===== src/rtl/mc_ctrl.sv =====
// Multicycle main controller: decodes the latched instruction and walks it through
// fetch/decode/execute/memory/write-back, driving every datapath enable and select.

module mc_ctrl (
  input  logic       clk,
  input  logic       rst,
  input  logic [5:0] op,
  input  logic [5:0] funct,
  input  logic       zero,
  output logic       PCWr,
  output logic       IRWr,
  output logic       RFWr,
  output logic       DMWr,
  output logic [2:0] ALUctrl,
  output logic       BSel,
  output logic       ExtOp,
  output logic [1:0] WRSel,
  output logic       WDSel,
  output logic [1:0] NPCOp,
  output logic       retire,
  output logic [2:0] state
);

  typedef enum logic [2:0] {
    S_FETCH  = 3'd0,
    S_DECODE = 3'd1,
    S_EXE    = 3'd2,
    S_MEM_RD = 3'd3,
    S_MEM_WR = 3'd4,
    S_WB     = 3'd5,
    S_BRANCH = 3'd6,
    S_UNUSED = 3'd7
  } state_t;

  typedef enum logic [2:0] {
    C_ADDU = 3'd0,
    C_SUBU = 3'd1,
    C_ORI  = 3'd2,
    C_LW   = 3'd3,
    C_SW   = 3'd4,
    C_BEQ  = 3'd5,
    C_ILL  = 3'd6
  } iclass_t;

  localparam logic [5:0] OP_RTYPE = 6'b000000;
  localparam logic [5:0] OP_ORI   = 6'b001101;
  localparam logic [5:0] OP_LW    = 6'b100011;
  localparam logic [5:0] OP_SW    = 6'b101011;
  localparam logic [5:0] OP_BEQ   = 6'b000100;
  localparam logic [5:0] FN_ADDU  = 6'b100001;
  localparam logic [5:0] FN_SUBU  = 6'b100011;

  // Anything outside the supported subset is classified illegal and runs as a NOP.
  function automatic iclass_t decode_instr(input logic [5:0] op_v, input logic [5:0] funct_v);
    iclass_t c;
    c = C_ILL;
    case (op_v)
      OP_RTYPE: begin
        case (funct_v)
          FN_ADDU: c = C_ADDU;
          FN_SUBU: c = C_SUBU;
          default: c = C_ILL;
        endcase
      end
      OP_ORI:  c = C_ORI;
      OP_LW:   c = C_LW;
      OP_SW:   c = C_SW;
      OP_BEQ:  c = C_BEQ;
      default: c = C_ILL;
    endcase
    return c;
  endfunction

  state_t     state_r;
  state_t     next_state_s;
  iclass_t    iclass_s;
  logic [2:0] alu_s;
  logic       bsel_s;
  logic       extop_s;
  logic [1:0] wrsel_s;
  logic       wdsel_s;

  assign iclass_s = decode_instr(op, funct);
  assign state    = state_r;

  // Per-instruction datapath selects, held from EXE until the instruction retires.
  always_comb begin
    alu_s   = 3'b000;
    bsel_s  = 1'b0;
    extop_s = 1'b0;
    wrsel_s = 2'b00;
    wdsel_s = 1'b0;
    case (iclass_s)
      C_ADDU: begin
        alu_s   = 3'b001;
        wrsel_s = 2'b01;
      end
      C_SUBU: begin
        alu_s   = 3'b011;
        wrsel_s = 2'b01;
      end
      C_ORI: begin
        alu_s  = 3'b010;
        bsel_s = 1'b1;
      end
      C_LW: begin
        alu_s   = 3'b110;
        bsel_s  = 1'b1;
        extop_s = 1'b1;
        wdsel_s = 1'b1;
      end
      C_SW: begin
        alu_s   = 3'b111;
        bsel_s  = 1'b1;
        extop_s = 1'b1;
      end
      C_BEQ: begin
        alu_s   = 3'b101;
        extop_s = 1'b1;
      end
      default: begin
        alu_s = 3'b000;
      end
    endcase
  end

  // State register; reset always lands in FETCH.
  always_ff @(posedge clk) begin
    if (rst) begin
      state_r <= S_FETCH;
    end else begin
      state_r <= next_state_s;
    end
  end

  // Next-state sequencing.
  always_comb begin
    next_state_s = S_FETCH;
    case (state_r)
      S_FETCH: next_state_s = S_DECODE;
      S_DECODE: begin
        case (iclass_s)
          C_BEQ:   next_state_s = S_BRANCH;
          C_ILL:   next_state_s = S_FETCH;
          default: next_state_s = S_EXE;
        endcase
      end
      S_EXE: begin
        case (iclass_s)
          C_LW:    next_state_s = S_MEM_RD;
          C_SW:    next_state_s = S_MEM_WR;
          default: next_state_s = S_WB;
        endcase
      end
      S_MEM_RD: next_state_s = S_WB;
      S_MEM_WR: next_state_s = S_FETCH;
      S_WB:     next_state_s = S_FETCH;
      S_BRANCH: next_state_s = S_FETCH;
      default:  next_state_s = S_FETCH;
    endcase
  end

  // Output decode; reset forces every control output low regardless of state.
  always_comb begin
    PCWr    = 1'b0;
    IRWr    = 1'b0;
    RFWr    = 1'b0;
    DMWr    = 1'b0;
    ALUctrl = 3'b000;
    BSel    = 1'b0;
    ExtOp   = 1'b0;
    WRSel   = 2'b00;
    WDSel   = 1'b0;
    NPCOp   = 2'b00;
    retire  = 1'b0;
    if (!rst) begin
      case (state_r)
        S_FETCH: begin
          PCWr = 1'b1;
          IRWr = 1'b1;
        end
        S_DECODE: begin
          retire = (iclass_s == C_ILL);
        end
        S_EXE, S_MEM_RD: begin
          ALUctrl = alu_s;
          BSel    = bsel_s;
          ExtOp   = extop_s;
          WRSel   = wrsel_s;
          WDSel   = wdsel_s;
        end
        S_MEM_WR: begin
          ALUctrl = alu_s;
          BSel    = bsel_s;
          ExtOp   = extop_s;
          WRSel   = wrsel_s;
          WDSel   = wdsel_s;
          DMWr    = 1'b1;
          retire  = 1'b1;
        end
        S_WB: begin
          ALUctrl = alu_s;
          BSel    = bsel_s;
          ExtOp   = extop_s;
          WRSel   = wrsel_s;
          WDSel   = wdsel_s;
          RFWr    = 1'b1;
          retire  = 1'b1;
        end
        S_BRANCH: begin
          // Target is relative to PC+4, which FETCH already wrote back.
          ALUctrl = 3'b101;
          ExtOp   = 1'b1;
          NPCOp   = 2'b01;
          PCWr    = zero;
          retire  = 1'b1;
        end
        default: begin
          retire = 1'b0;
        end
      endcase
    end else begin
      ALUctrl = 3'b000;
    end
  end

endmodule



===== config.mk =====
export PLATFORM = sky130hd
export DESIGN_NAME = mc_ctrl
export DESIGN_NICKNAME = d
export VERILOG_FILES = /design/src/rtl/mc_ctrl.sv
export SDC_FILE = /design/constraint.sdc
export NUM_CORES = 1
export LEC_CHECK = 0
export ABC_AREA = 1
export CAP_MARGIN = 10
export CORE_MARGIN = 2
export CORE_UTILIZATION = 36
export DETAILED_ROUTE_END_ITERATION = 16
export HOLD_SLACK_MARGIN = 0.1
export PLACE_DENSITY = 0.83
export SYNTH_ARGS = -nofsm -noshare
export SYNTH_HDL_FRONTEND = slang
export SYNTH_SLANG_ARGS = --single-unit

===== constraint.sdc =====
create_clock -name clk -period 3.7 [get_ports clk]
set_clock_uncertainty 0.15 [all_clocks]
set_input_delay 0.74 -clock clk [delete_from_list [all_inputs] [get_ports clk]]
set_output_delay 0.74 -clock clk [all_outputs]
set_load 0.01 [all_outputs]

**After elaboration in Yosys (flattened, before gate mapping)**

Cells that the tools add are included.

- Output and inout bits: 18
- Word-level logic and storage cells: 59
- Register bits: 3

- Reduce and logical (&&, ||, !) cells: 8
- Equality and inequality tests: 18
- Mux-type cells: 32

Operator list:

| kind | count |
|---|---|
| 6-bit == test, second input constant | 4 |
| 3-bit case mux with 2 select lines | 4 |
| 1-bit two-way mux | 19 |
| 3-bit == test, second input constant | 6 |
| 3-bit case mux with 6 select lines | 1 |
| 3-bit case mux with 5 select lines | 1 |
| 3-bit by 2-bit == test with 1-bit output, second input constant | 4 |
| 3-bit case mux with 4 select lines | 1 |
| 3-bit OR reduction | 3 |
| 3-bit by 1-bit == test with 1-bit output, second input constant | 2 |
| 6-bit by 3-bit == test with 1-bit output, second input constant | 1 |
| 6-bit by 4-bit == test with 1-bit output, second input constant | 1 |
| 3-bit logical NOT | 2 |
| 6-bit logical NOT | 1 |
| 1-bit case mux with 2 select lines | 3 |
| 2-bit two-way mux | 2 |
| 4-bit OR reduction | 1 |
| 3-bit two-way mux | 1 |
| 2-bit OR reduction | 1 |

**Depth between registers and ports, before layout**

- Depth in word-level cells: 8
- Depth in mapped cells: 9

**Worst setup path before layout**

OpenSTA, ideal clock, no wires.

- Kind: input port to output port
- From: input port op[5]
- To: output port WRSel[0]
- Arrival time: 1.674 ns
- Path slack: 1.136 ns
- Buffers on the path: 0
- Cell stages on the path: 7
- Data required time: 2.810 ns
- Cell sequence: inv_1 -> nor2_1 -> nand3_1 -> nand3_1 -> nand3b_2 -> or2_4 -> nor2_2

- Cells in the longest elaborated chain, start to end: 7
- Elaborated cells on any way between the ends: 12
- Classes of those cells: eq/ne: 5; mux: 4; reduce/logical: 3

Ends and longest elaborated chain:

| item | line | RTL |
|---|---|---|
| from (decl) | 7 | `input logic [5:0] op,` |
| 6-bit by 3-bit == test with 1-bit output, or another cell as far along | 57 | `case (op_v)` |
| 3-bit case mux with 5 select lines * | 57 |  |
| 3-bit by 1-bit == test with 1-bit output / 3-bit logical NOT (equally long branches) | 93 | `case (iclass_s)` |
| 2-bit OR reduction (no line) * | n/a |  |
| 1-bit two-way mux * | 93 |  |
| 2-bit two-way mux * | 177 | `case (state_r)` |
| 2-bit two-way mux * | 176 | `if (!rst) begin` |
| to (decl) | 17 | `output logic [1:0] WRSel,` |

Every way passes the cells marked *; elsewhere a longest branch is shown, timed or not.

**Final worst setup path**

- From: input port op[2]
- To: output port WRSel[0]

Same word-level chain as after synthesis.

==> results.md <==
* Fin crit period at 3.59 ns
* Total global routing overflow at 0
* Number of flip-flops in the largest register at 3
* Synth unique cells at 23
* Wire per inst at slightly above 10 µm
* Final ANT Viol Nets at 0
* CTS Hold Bufs at 0
* Num CTS Buffers at 3
* Die Ht at 40.1 µm
* Post-Layout Cell Count at 140
* CP required at 2.81 ns
* Post-synth top cells: nor2_1, nand2_1, inv_1
* H-tree depth at 1
* Mapped Area at 468 µm²
* Peak per-stage delay on the critical path at 0.53 ns
* Post-route DRC at 0
* Max Cap Viol at 0
* Die area at 0.00160 mm²
* Input/output buffers at 30
* TritonCTS clock tree: done
* Core Region at 0.00116 mm²
* Final wirelength at 1420 µm
* Avg Cell Area, Syn at 5.14 µm²
* Status: finished, final reports clean
* Top-count cell post-synth: nor2_1
* Area of placed instances at 793 µm²
* Crit path max-delay cell type: clkdlybuf4s50_1
* Drt first pass iters at 8
* Final Hold Fails at 0
* Critical path, cell by cell: clkdlybuf4s50_1, inv_1, nor2_1, nand3_1, nand3_1, nand3b_2, or2_4, nor2_2, clkdlybuf4s50_1
* Ports at 33
* GPL Wtd Cong at 0.822
* Post-synthesis cell count at 91
* Slew Limit Fails at 0
* Async SR Flop Fraction at 0%
* GRT Resource Usage Total at 19.7%
* Final Power at around 0.15 mW
* Yosys top cell by area: nor2_1
* Final setup margin at 0.114 ns
* Total negative setup slack at 0 ns
* Root buffer cell: clkbuf_4
* CP max FO at 4
* Design Area, Final at 835 µm²
* Worst EP arrival at 2.70 ns
* Critical path type: in2out
* Post-synth EDFFs at 0
* Leakage at about 0.41 nW
* # Post-CTS Setup Buffers at 0
* Row cnt at 12
* Die Width at approximately 40 µm
* Vias in the first global route at 566
* Final period util at 96.9%
* First-pass GRT wire length at roughly 2200 µm
* Initial antenna violation count at 0
* Bufs on Longest Clock Path at 2
* Share of layout cells above drive strength 1 at 12.7%
* Min Hold Slack at ~0.48 ns
* Main synth FF type: dfxtp_1
* Largest cells by area after synthesis: nor2_1, nand2_1, dfxtp_1, inv_1, nand3_1
* Via count at 674
* Power Density at about 170 mW/mm²
* Syn. warnings at 0
* Fmax at 279 MHz
* Post-synth top area share at a little under a fifth
* Seq cells post-synth at 3
* Pre-CTS WS at 0.100 ns
* Peak VDD IR at 0.000166 V
* Synth-to-layout area growth at 78.3%
* Initial core utilization at 40.5%
* RSZ-0062 raised after global routing: true
* 1st-iter DRT viols at 13
* Startpoint types: primary input
* Seq/Total Area, Yosys at 12.8%
* Post-DP HPWL at between 1000 and 1500 µm
* Layout Nets at 142
* Core Util, Final at slightly above 70%
* Placed insts at between 100 and 150
* Endpoints failing setup at 0
* DR vias/cell at ~4.8
* Clock transition at path regs at around 0.030 ns
* Final-layout fill cell count at 109
* Crit. End Element: output pin
* Clock sinks at 3
* Largest net degree at the start of global routing at 9
* Diode count at 0
* Clk Latency, worst-skew pair at 0.23 ns
* Worst hold path class: reg2reg
## path summary, 6_finish.rpt
kind	slack [ns]	depth (start not counted)	end	startpoint
worst max-delay path	0.11	9	WRSel[0]	op[2]
worst min-delay path	0.48	3	state[1]$_SDFF_PP0_	state[2]$_SDFF_PP0_
worst max register to register	2.39	5	state[2]$_SDFF_PP0_	state[0]$_SDFF_PP0_
worst min register to register	0.48	3	state[1]$_SDFF_PP0_	state[2]$_SDFF_PP0_
## metal layers
metal  up-vias  wire length, µm  track usage (%)
met3         0               65            0.556
met2        21              742             35.9
li1        359                -                -
met1       294              608             24.6
met5         -                0                0
met4         0                0             6.03
## area by class of cell
cell class / count / area (µm²) / area share (%)
clock buffer: 4 / 26.3 / 3.15
multi-input combinational: 71 / 349 / 41.8
timing repair buffer: 33 / 325 / 39.0
sequential: 3 / 60.1 / 7.20
tap: 14 / 17.5 / 2.10
inverter: 15 / 56.3 / 6.75
## cell families after synthesis
logic type,Yosys count,share of synthesized area (%)
flops,3,12.8
simple gates,61,60.7
compound gates,8,9.62
other cells,1,0.801
buf+inv,18,16.0
## critical path: cells and delay by family
kind	cells	cell delay, ns
buffers and inverters	3	1.11
AND/OR/NAND/NOR	6	0.83
## cells in the final DEF, fill, tap and decap left out
| master | n |
|---|---|
| a21oi_1 | 5 |
| a31oi_1 | 1 |
| buf_4 | 3 |
| clkbuf_1 | 1 |
| clkbuf_4 | 3 |
| clkdlybuf4s50_1 | 29 |
| conb_1 | 2 |
| dfxtp_1 | 3 |
| dlymetal6s2s_1 | 1 |
| inv_1 | 14 |
| inv_2 | 1 |
| nand2_1 | 17 |
| nand2_2 | 1 |
| nand3_1 | 8 |
| nand3_2 | 1 |
| nand3b_1 | 1 |
| nand3b_2 | 1 |
| nand4_1 | 2 |
| nand4_2 | 1 |
| nor2_1 | 20 |
| nor2_2 | 4 |
| nor3_1 | 1 |
| nor4_1 | 1 |
| o2111ai_1 | 1 |
| o21ai_0 | 1 |
| or2_1 | 2 |
| or2_4 | 1 |
## report_power, final
| group | leakage, nW | switching [mW] | internal (mW) |
|---|---|---|---|
| Clock | 0.0150 | 0.0172 | 0.0404 |
| Combinational | 0.369 | 0.0238 | 0.0281 |
| Sequential | 0.0245 | 0.00202 | 0.0338 |
| Total | 0.409 | 0.0429 | 0.102 |
## repair_timing
action                                  in CTS  in global routing
endpoints found under the setup margin       0                  3
resized for setup                            0                  5
endpoints found under the hold margin        0                  0
No activity file was read; power rests on OpenSTA's default activity.
